==> src/rtl/zt_stl_lat_fifo.sv <==
// zt_stl_lat_fifo: credit-gated return buffer for a fixed-latency datapath.
//
// Every issue into the datapath reserves one return-buffer entry, so the
// responses can always be stored. A credit is given back only when the
// consumer pops the matching entry. Because of this, credit + occ + infl
// always equals DEPTH.
//
// Ports
//   clk      in   sole clock, rising edge
//   rst      in   synchronous, active-high reset
//   req_vld  in   upstream wants to issue one access
//   req_rdy  out  a credit is free; an issue is accepted this cycle
//   iss      out  issue strobe to the datapath (req_vld & req_rdy)
//   rsp_vld  in   response returns from the datapath
//   rsp_dat  in   response data, qualified by rsp_vld
//   out_vld  out  buffered response available
//   out_dat  out  head-of-buffer data
//   out_rdy  in   consumer takes out_dat this cycle
//   credit   out  current free credits
//   ovf_err  out  sticky: a response arrived with nothing in flight
module zt_stl_lat_fifo #(
  parameter int unsigned BITDATA = 8,
  parameter int unsigned DEPTH   = 4,
  localparam int unsigned CW     = $clog2(DEPTH + 1)
) (
  input  logic               clk,
  input  logic               rst,
  input  logic               req_vld,
  output logic               req_rdy,
  output logic               iss,
  input  logic               rsp_vld,
  input  logic [BITDATA-1:0] rsp_dat,
  output logic               out_vld,
  output logic [BITDATA-1:0] out_dat,
  input  logic               out_rdy,
  output logic [CW-1:0]      credit,
  output logic               ovf_err
);

  localparam int unsigned PW = (DEPTH > 1) ? $clog2(DEPTH) : 1;

  logic [BITDATA-1:0] mem_q [DEPTH];

  logic [CW-1:0] occ_q,    occ_d;
  logic [CW-1:0] infl_q,   infl_d;
  logic [CW-1:0] credit_q, credit_d;
  logic [PW-1:0] wr_ptr_q, wr_ptr_d;
  logic [PW-1:0] rd_ptr_q, rd_ptr_d;
  logic          ovf_err_q, ovf_err_d;

  logic push;
  logic pop;
  logic spurious;

  // Ready comes from registered credit only, so there is no path from any input.
  always_comb begin
    req_rdy = (credit_q != '0);
    iss     = req_vld & req_rdy;
    out_vld = (occ_q != '0);
    out_dat = mem_q[rd_ptr_q];
    credit  = credit_q;
    ovf_err = ovf_err_q;
  end

  // A response with nothing in flight matches no issue: it is flagged and dropped.
  always_comb begin
    spurious = rsp_vld & (infl_q == '0);
    push     = rsp_vld & (infl_q != '0);
    pop      = out_vld & out_rdy;
  end

  always_comb begin
    infl_d = infl_q;
    unique case ({iss, push})
      2'b10:   infl_d = infl_q + CW'(1);
      2'b01:   infl_d = infl_q - CW'(1);
      default: infl_d = infl_q;
    endcase

    occ_d = occ_q;
    unique case ({push, pop})
      2'b10:   occ_d = occ_q + CW'(1);
      2'b01:   occ_d = occ_q - CW'(1);
      default: occ_d = occ_q;
    endcase

    // A push only moves a reserved slot from in-flight to occupied.
    credit_d = credit_q;
    unique case ({iss, pop})
      2'b10:   credit_d = credit_q - CW'(1);
      2'b01:   credit_d = credit_q + CW'(1);
      default: credit_d = credit_q;
    endcase

    wr_ptr_d = wr_ptr_q;
    if (push) begin
      wr_ptr_d = (wr_ptr_q == PW'(DEPTH - 1)) ? '0 : wr_ptr_q + PW'(1);
    end

    rd_ptr_d = rd_ptr_q;
    if (pop) begin
      rd_ptr_d = (rd_ptr_q == PW'(DEPTH - 1)) ? '0 : rd_ptr_q + PW'(1);
    end

    ovf_err_d = ovf_err_q | spurious;
  end

  always_ff @(posedge clk) begin
    if (rst) begin
      occ_q     <= '0;
      infl_q    <= '0;
      credit_q  <= CW'(DEPTH);
      wr_ptr_q  <= '0;
      rd_ptr_q  <= '0;
      ovf_err_q <= 1'b0;
    end else begin
      occ_q     <= occ_d;
      infl_q    <= infl_d;
      credit_q  <= credit_d;
      wr_ptr_q  <= wr_ptr_d;
      rd_ptr_q  <= rd_ptr_d;
      ovf_err_q <= ovf_err_d;
    end
  end

  // Storage is not reset; occupancy alone decides validity. Writes are blocked
  // during reset so that a response in the reset cycle leaves no trace.
  always_ff @(posedge clk) begin
    if (!rst && push) begin
      mem_q[wr_ptr_q] <= rsp_dat;
    end
  end

endmodule

==> config.mk <==
export PLATFORM = sky130hd
export DESIGN_NAME = zt_stl_lat_fifo
export DESIGN_NICKNAME = d
export VERILOG_FILES = /design/src/rtl/zt_stl_lat_fifo.sv
export SDC_FILE = /design/constraint.sdc
export NUM_CORES = 1
export LEC_CHECK = 0
export BUFFER_PORTS_ARGS = -buffer_cell sky130_fd_sc_hd__buf_2
export CAP_MARGIN = 20
export CORE_UTILIZATION = 35
export CTS_CLUSTER_SIZE = 40
export DETAILED_ROUTE_END_ITERATION = 8
export MAX_ROUTING_LAYER = met4
export PLACE_DENSITY_LB_ADDON = 0.15
export SLEW_MARGIN = 10
export SYNTH_ARGS = -nofsm -noshare
export SYNTH_HDL_FRONTEND = slang
export SYNTH_SLANG_ARGS = --single-unit
==> constraint.sdc <==
create_clock -name clk -period 6.3 [get_ports clk]
set_clock_uncertainty 0.2 [all_clocks]
set_input_delay 0.315 -clock clk [delete_from_list [all_inputs] [get_ports clk]]
set_output_delay 0.315 -clock clk [all_outputs]
set_load 0.03 [all_outputs]
Word-level counts from Yosys, hierarchy flattened

Memories as Yosys holds them, arrays and structs flattened. A register that Yosys moved wholly into a read port is not among the register bits.
Index checks and enable logic that the tools add are counted.

Bits in registers: 14
Memory bits (writable): 32
Bits of input ports: 13
Output and inout port bits: 15
Logic and storage cells: 46
Memories: 1

$add $sub $neg: 8
Equal/unequal tests: 8
Mux-type cells: 9
Bitwise logic cells: 5
Reduce and logical (&&, ||, !) cells: 9

Memory list:

| name  | words | width | rd ports | clocked after Yosys merged registers in | wr ports | line | source |
|---|---|---|---|---|---|---|---|
| mem_q | 4     | 8     | 1        | 1                                       | 1        | 42   | `logic [BITDATA-1:0] mem_q [DEPTH];` |

Operators with widths:

| operator                                         | number |
|---|---|
| one-hot mux 3 bit (2 select lines)               | 3 |
| == test 2 bit, second input constant             | 5 |
| adder 3 x 1 -> 3 bit, second input constant      | 3 |
| nonzero test 3 bit                               | 3 |
| subtractor 3 x 1 -> 3 bit, second input constant | 3 |
| two-way mux 2 bit                                | 4 |
| == test 2 x 1 -> 1 bit, second input constant    | 3 |
| nonzero test 2 bit                               | 3 |
| adder 2 x 1 -> 2 bit, second input constant      | 2 |
| bitwise AND 1 bit                                | 4 |
| logical NOT 3 bit                                | 1 |
| two-way mux 1 bit                                | 2 |
| logical AND 1 bit                                | 1 |
| logical NOT 1 bit                                | 1 |
| bitwise OR 1 bit                                 | 1 |

Logic depth before layout (Yosys ltp)

Word-level depth: 5
Depth in mapped cells: 8
Mapped depth without buffers: 8

Worst setup path after synthesis

No wires, ideal clock.

Path kind: flip-flop to flip-flop
From: register credit_q[0], in the netlist credit[0]
To: register credit_q[2], in the netlist credit[2]
Setup time: 127 ps
Arrival time: 2352 ps
Required time: 5973 ps
Setup slack: 3620 ps
Stages on the path, launching flop included: 9
Path buffers: 0
Period minus slack after synthesis: 2680 ps
Path through: dfxtp_1 > or3_1 > nand2_1 > ha_1 > inv_1 > fa_1 > xor2_1 > o21ai_0 > or3b_1

Longest elaborated chain between the ends: 4
Elaborated cells on any way between the ends: 8
Those cells by class: add/sub: 2; eq/ne: 2; mux: 1; bitwise: 1; reduce/logical: 2

Ends and longest elaborated chain:

| element                                                                         | line | source |
|---|---|---|
| from (decl)                                                                     | 46   | `logic [CW-1:0] credit_q, credit_d;` |
| from (signal assigned)                                                          | 112  | `credit_q <= CW'(DEPTH);` |
| from (signal assigned)                                                          | 119  | `credit_q <= credit_d;` |
| nonzero test 3 bit *                                                            | 57   | `req_rdy = (credit_q != '0);` |
| net req_rdy                                                                     | 29   | `output logic req_rdy,` |
| bitwise AND 1 bit *                                                             | 58   | `iss = req_vld & req_rdy;` |
| == test 2 x 1 -> 1 bit / == test 2 bit (equally long branches)                  | 89   | `unique case ({iss, pop})` |
| one-hot mux 3 bit (2 select lines) / nonzero test 2 bit (equally long branches) | n/a  |  |

Mark *: on every way through the listed nets, which the timed path passes. The rest lies on a longest branch.
A chain may end at the register's enable or synchronous reset.

Worst setup path in the final report

From: register credit_q[0], in the netlist credit[0]
To: register credit_q[2], in the netlist credit[2]

Longest elaborated chain between the ends: 4
Elaborated cells on any way between the ends: 8
Those cells by class: add/sub: 2; eq/ne: 2; mux: 1; bitwise: 1; reduce/logical: 2

Ends and longest elaborated chain:

| element                                                                         | line |
|---|---|
| nonzero test 3 bit                                                              | 57 |
| bitwise AND 1 bit                                                               | 58 |
| == test 2 x 1 -> 1 bit / == test 2 bit (equally long branches)                  | 89 |
| one-hot mux 3 bit (2 select lines) / nonzero test 2 bit (equally long branches) | n/a |

Several ways; a longest one is shown, not always the timed one.

==> results list <==
* Launching point of the worst reg2reg path: credit[0]$_SDFFE_PP0P_
- When the netlist entered floorplanning its net count stood at 155.
- CTS Root Cell: sky130_fd_sc_hd__clkbuf_8
* Class of the tightest hold or removal check: in2reg
- After global routing the overflow that remains totals 0.
- On the critical path, the stage with the largest delay is an instance of sky130_fd_sc_hd__or3_1.
* Fin crit share: 39.0%
- The analysis attributes to cell leakage a power of 0.867 nW.
* Critical Path Start: credit[0]$_SDFFE_PP0P_
- Traced cell by cell, the critical path runs through or3_1, nand2_1, ha_1, inv_1, fa_1, xor2_1, o21ai_0, or3b_1.
- For this run, design rule violations remaining after detail routing come to 0.
- Buffers plus inverters on the worst setup path: 1
- The internal portion of the total power is 0.630 mW.
- IR analysis of the VDD net gives a maximum drop of 0.000189 V.
- In this run the horizontal extent of the chip is 77.4 µm.
- Number of detailed-route iterations in the first pass: 4
- Worst setup slack after layout: 3.84 ns
- Post-CTS Setup Inserts: 0
- After legalization and detailed placement, the total HPWL measured 2250 µm.
- For this run, the slowest stage of the critical path takes 0.39 ns.
- TritonCTS buffer count: 5
* Pwr Total: 0.966 mW
* Core area: 5510 µm²
- Per-instance average area after synthesis: 15.2 µm²
* Fin cells: 235
- Combinational logic burns 33.0% of the power.
- Global-route wire length before repair: 5340 µm
* Largest net degree at the start of global routing: 16
* CP required: 6.28 ns
- At the worst endpoint, the arrival time is 2.44 ns.
* CTS tree: built
- GRT Overall Usage: 12.4%
- For this run, the top clock speed supported by timing is 407 MHz.
* Max transition margin: 61.3%
* Levels on crit path: 8
- Summing the sequential cell areas from Yosys gives 64.3% of the chip area.
- Power spread over the standard cell area amounts to 417 nW/µm².
- The number of gates resized after CTS was 0.
* Final setup viols: 0
- The library cell used most frequently in the layout, excluding fill and tap cells, is sky130_fd_sc_hd__edfxtp_1.
* Proportion of layout cells with a drive suffix above 1: 27.6%
- Full die area: 6000 µm²
* WL per Instance: 13.8 µm
- Summed over all instances, the cell type with the most area after synthesis is sky130_fd_sc_hd__edfxtp_1.
- The endpoint identified for the worst register-to-register timing path is credit[2]$_SDFFE_PP1P_.
* Final core occ: 42.1%
* Commonest non-fill, non-tap cells in the layout: sky130_fd_sc_hd__edfxtp_1, sky130_fd_sc_hd__buf_2, sky130_fd_sc_hd__dfxtp_1, sky130_fd_sc_hd__inv_1, sky130_fd_sc_hd__nor2_1
- Vias in the first global route: 1095
* Family with the most delay on the worst path: simple AND/OR/NAND/NOR gates
* Minimum clock period: 2.46 ns
* Floorplan die height: 77.4 µm
* Later-pin clock latency in the skew report: 0.29 ns
- H-tree Lvls: 2
* Clock transition at the registers of the reported paths: 0.09 ns
* Transition time at the pin with the least slew margin: 0.579 ns
- Synth area leaders: sky130_fd_sc_hd__edfxtp_1, sky130_fd_sc_hd__dfxtp_1, sky130_fd_sc_hd__mux4_2, sky130_fd_sc_hd__ha_1, sky130_fd_sc_hd__fa_1
- DR iter-0 viols: 17
* Accumulated negative setup slack: 0 ns
* Run status: finished clean
* Number of max-cap violations: 0
- The critical path is of the reg2reg type.
- For this design, the sink count on the clock tree is 48.
* Total placed instance area: 2200 µm²
- The analysis attributes to net switching a power of 0.336 mW.
- Highest net fanout along the worst path: 4
- Net total in the final layout: 186
* Aggregate routed wire length: 3250 µm
- For the worst flop-to-flop path, the logic depth is 8.
- Via count: 1118
- The longest clock path from root to sink contains 2 buffers.
* Switching Share: 34.7%
* Top Ports: 28
* Count of distinct cell types in the synthesized netlist: 19
- Post-Place Setup Slack: 3.83 ns
- In this run the tool buffered the top-level ports with 27 buffer cells.
- Antenna diode count: 0
* Gate Count Post-Synth: 131
- Number of register bits inferred by synthesis: 48
- Sequential cell fraction of total power: 44.5%
- Type of origin of the critical path: register
- Dividing the detail-routed via count by the number of cells gives 4.76.
- Count of hold buffers inserted by post-cts repair: 0
* Slew Limit Fails: 0
* Count of standard-cell rows: 27
- Initial antenna violation count: 0
- Setup repair after global routing left no endpoint under its margin.
- Once layout is done, the placed cells without fillers occupy 2320 µm².
- Worst Setup End Kind: register
* Register-to-Register Setup Slack: 3.84 ns
* Remaining antenna violation count after routing: 0
* Final weighted congestion in routability-driven placement: 0.676
* Area share of the largest cell type after synthesis: 48.2%
- Counting tap cells, the placed design contains a total of 227 instances.
* Min Hold Slack: 0.0285 ns
- The hold violation count in the final report is 0.
- Yosys printed 0 warnings.
- Clock network fraction of design power: 22.5%
* Cell area after synthesis: 1990 µm²
- The initial utilization of the core area, before any placement, comes to 36.2%.
- Endpoint of the most critical setup path: credit[2]$_SDFFE_PP1P_
- Layout Area Growth over Synthesis: 16.3%
[metal layers]
layer  vias up  global-route usage, %  wire [µm]
li1        533                      -          -
met3         7                   3.29        132
met2        22                   21.2       1680
met1       556                   13.3       1380
met5         -                      -          0
met4         0                   5.66         60
[how the worst min path moves through the flow]
stage                             from                      to  slack, ns  cells past startpoint
floorplan                          rst  infl_q[2]$_SDFFE_PP0P_       0.18                      1
global placement    ovf_err$_SDFF_PP0_      ovf_err$_SDFF_PP0_       0.25                      2
global route                rsp_dat[2]   mem_q[2][2]$_DFFE_PP_       0.01                      1
finish                      rsp_dat[0]   mem_q[0][0]$_DFFE_PP_       0.03                      1
CTS                         rsp_dat[2]   mem_q[2][2]$_DFFE_PP_       0.02                      1
detailed placement  ovf_err$_SDFF_PP0_      ovf_err$_SDFF_PP0_       0.26                      2
[synth_stat cells]
cell type,instances
sky130_fd_sc_hd__a21oi_1,7
sky130_fd_sc_hd__and2_1,4
sky130_fd_sc_hd__buf_2,1
sky130_fd_sc_hd__clkbuf_1,2
sky130_fd_sc_hd__dfxtp_1,16
sky130_fd_sc_hd__edfxtp_1,32
sky130_fd_sc_hd__fa_1,3
sky130_fd_sc_hd__ha_1,8
sky130_fd_sc_hd__inv_1,12
sky130_fd_sc_hd__mux2i_1,3
sky130_fd_sc_hd__mux4_2,8
sky130_fd_sc_hd__nand2_1,3
sky130_fd_sc_hd__nor2_1,12
sky130_fd_sc_hd__nor3_1,2
sky130_fd_sc_hd__o21ai_0,3
sky130_fd_sc_hd__o31ai_4,2
sky130_fd_sc_hd__or3_1,6
sky130_fd_sc_hd__or3b_1,1
sky130_fd_sc_hd__xor2_1,6
[power by group through the flow]
stage | clock network [mW] | logic (mW) | registers (mW)
4_1_cts | 0.224 | 0.324 | 0.432
3_5_place_dp | 0 | 0.323 | 0.438
2_1_floorplan | 0 | 0.246 | 0.436
6_report | 0.217 | 0.319 | 0.430
3_3_place_gp | 0 | 0.313 | 0.433
5_1_grt | 0.237 | 0.356 | 0.439
[cell families after synthesis]
group                      count (synthesis)  synth area share (%)
xor gates and xnor gates                   6                  2.64
AOI/OAI and AO/OA                         12                  4.65
and+or+nand+nor                           28                  6.91
muxes                                     11                  10.6
buffers and inverters                     15                  2.89
adders and majority gates                 11                  8.04
DFF                                       48                  64.3
[flip-flops by register name, indices dropped and copies added, names as in the netlist, named ones only]
signal,flops
infl_q,3
credit,3
ovf_err,1
wr_ptr_q,2
occ_q,3
rd_ptr_q,2
mem_q,32
[final cells by class]
| type | instances | area (µm²) |
|---|---|---|
| sequential | 48 | 1280 |
| multi-input combinational | 68 | 653 |
| clock buffer | 5 | 68.8 |
| inverter | 12 | 45.0 |
| fill | 523 | 3190 |
| tap | 72 | 90.1 |
| timing repair buffer | 27 | 135 |
| clock inverter | 3 | 42.5 |
(Power assumes the default switching activity.)
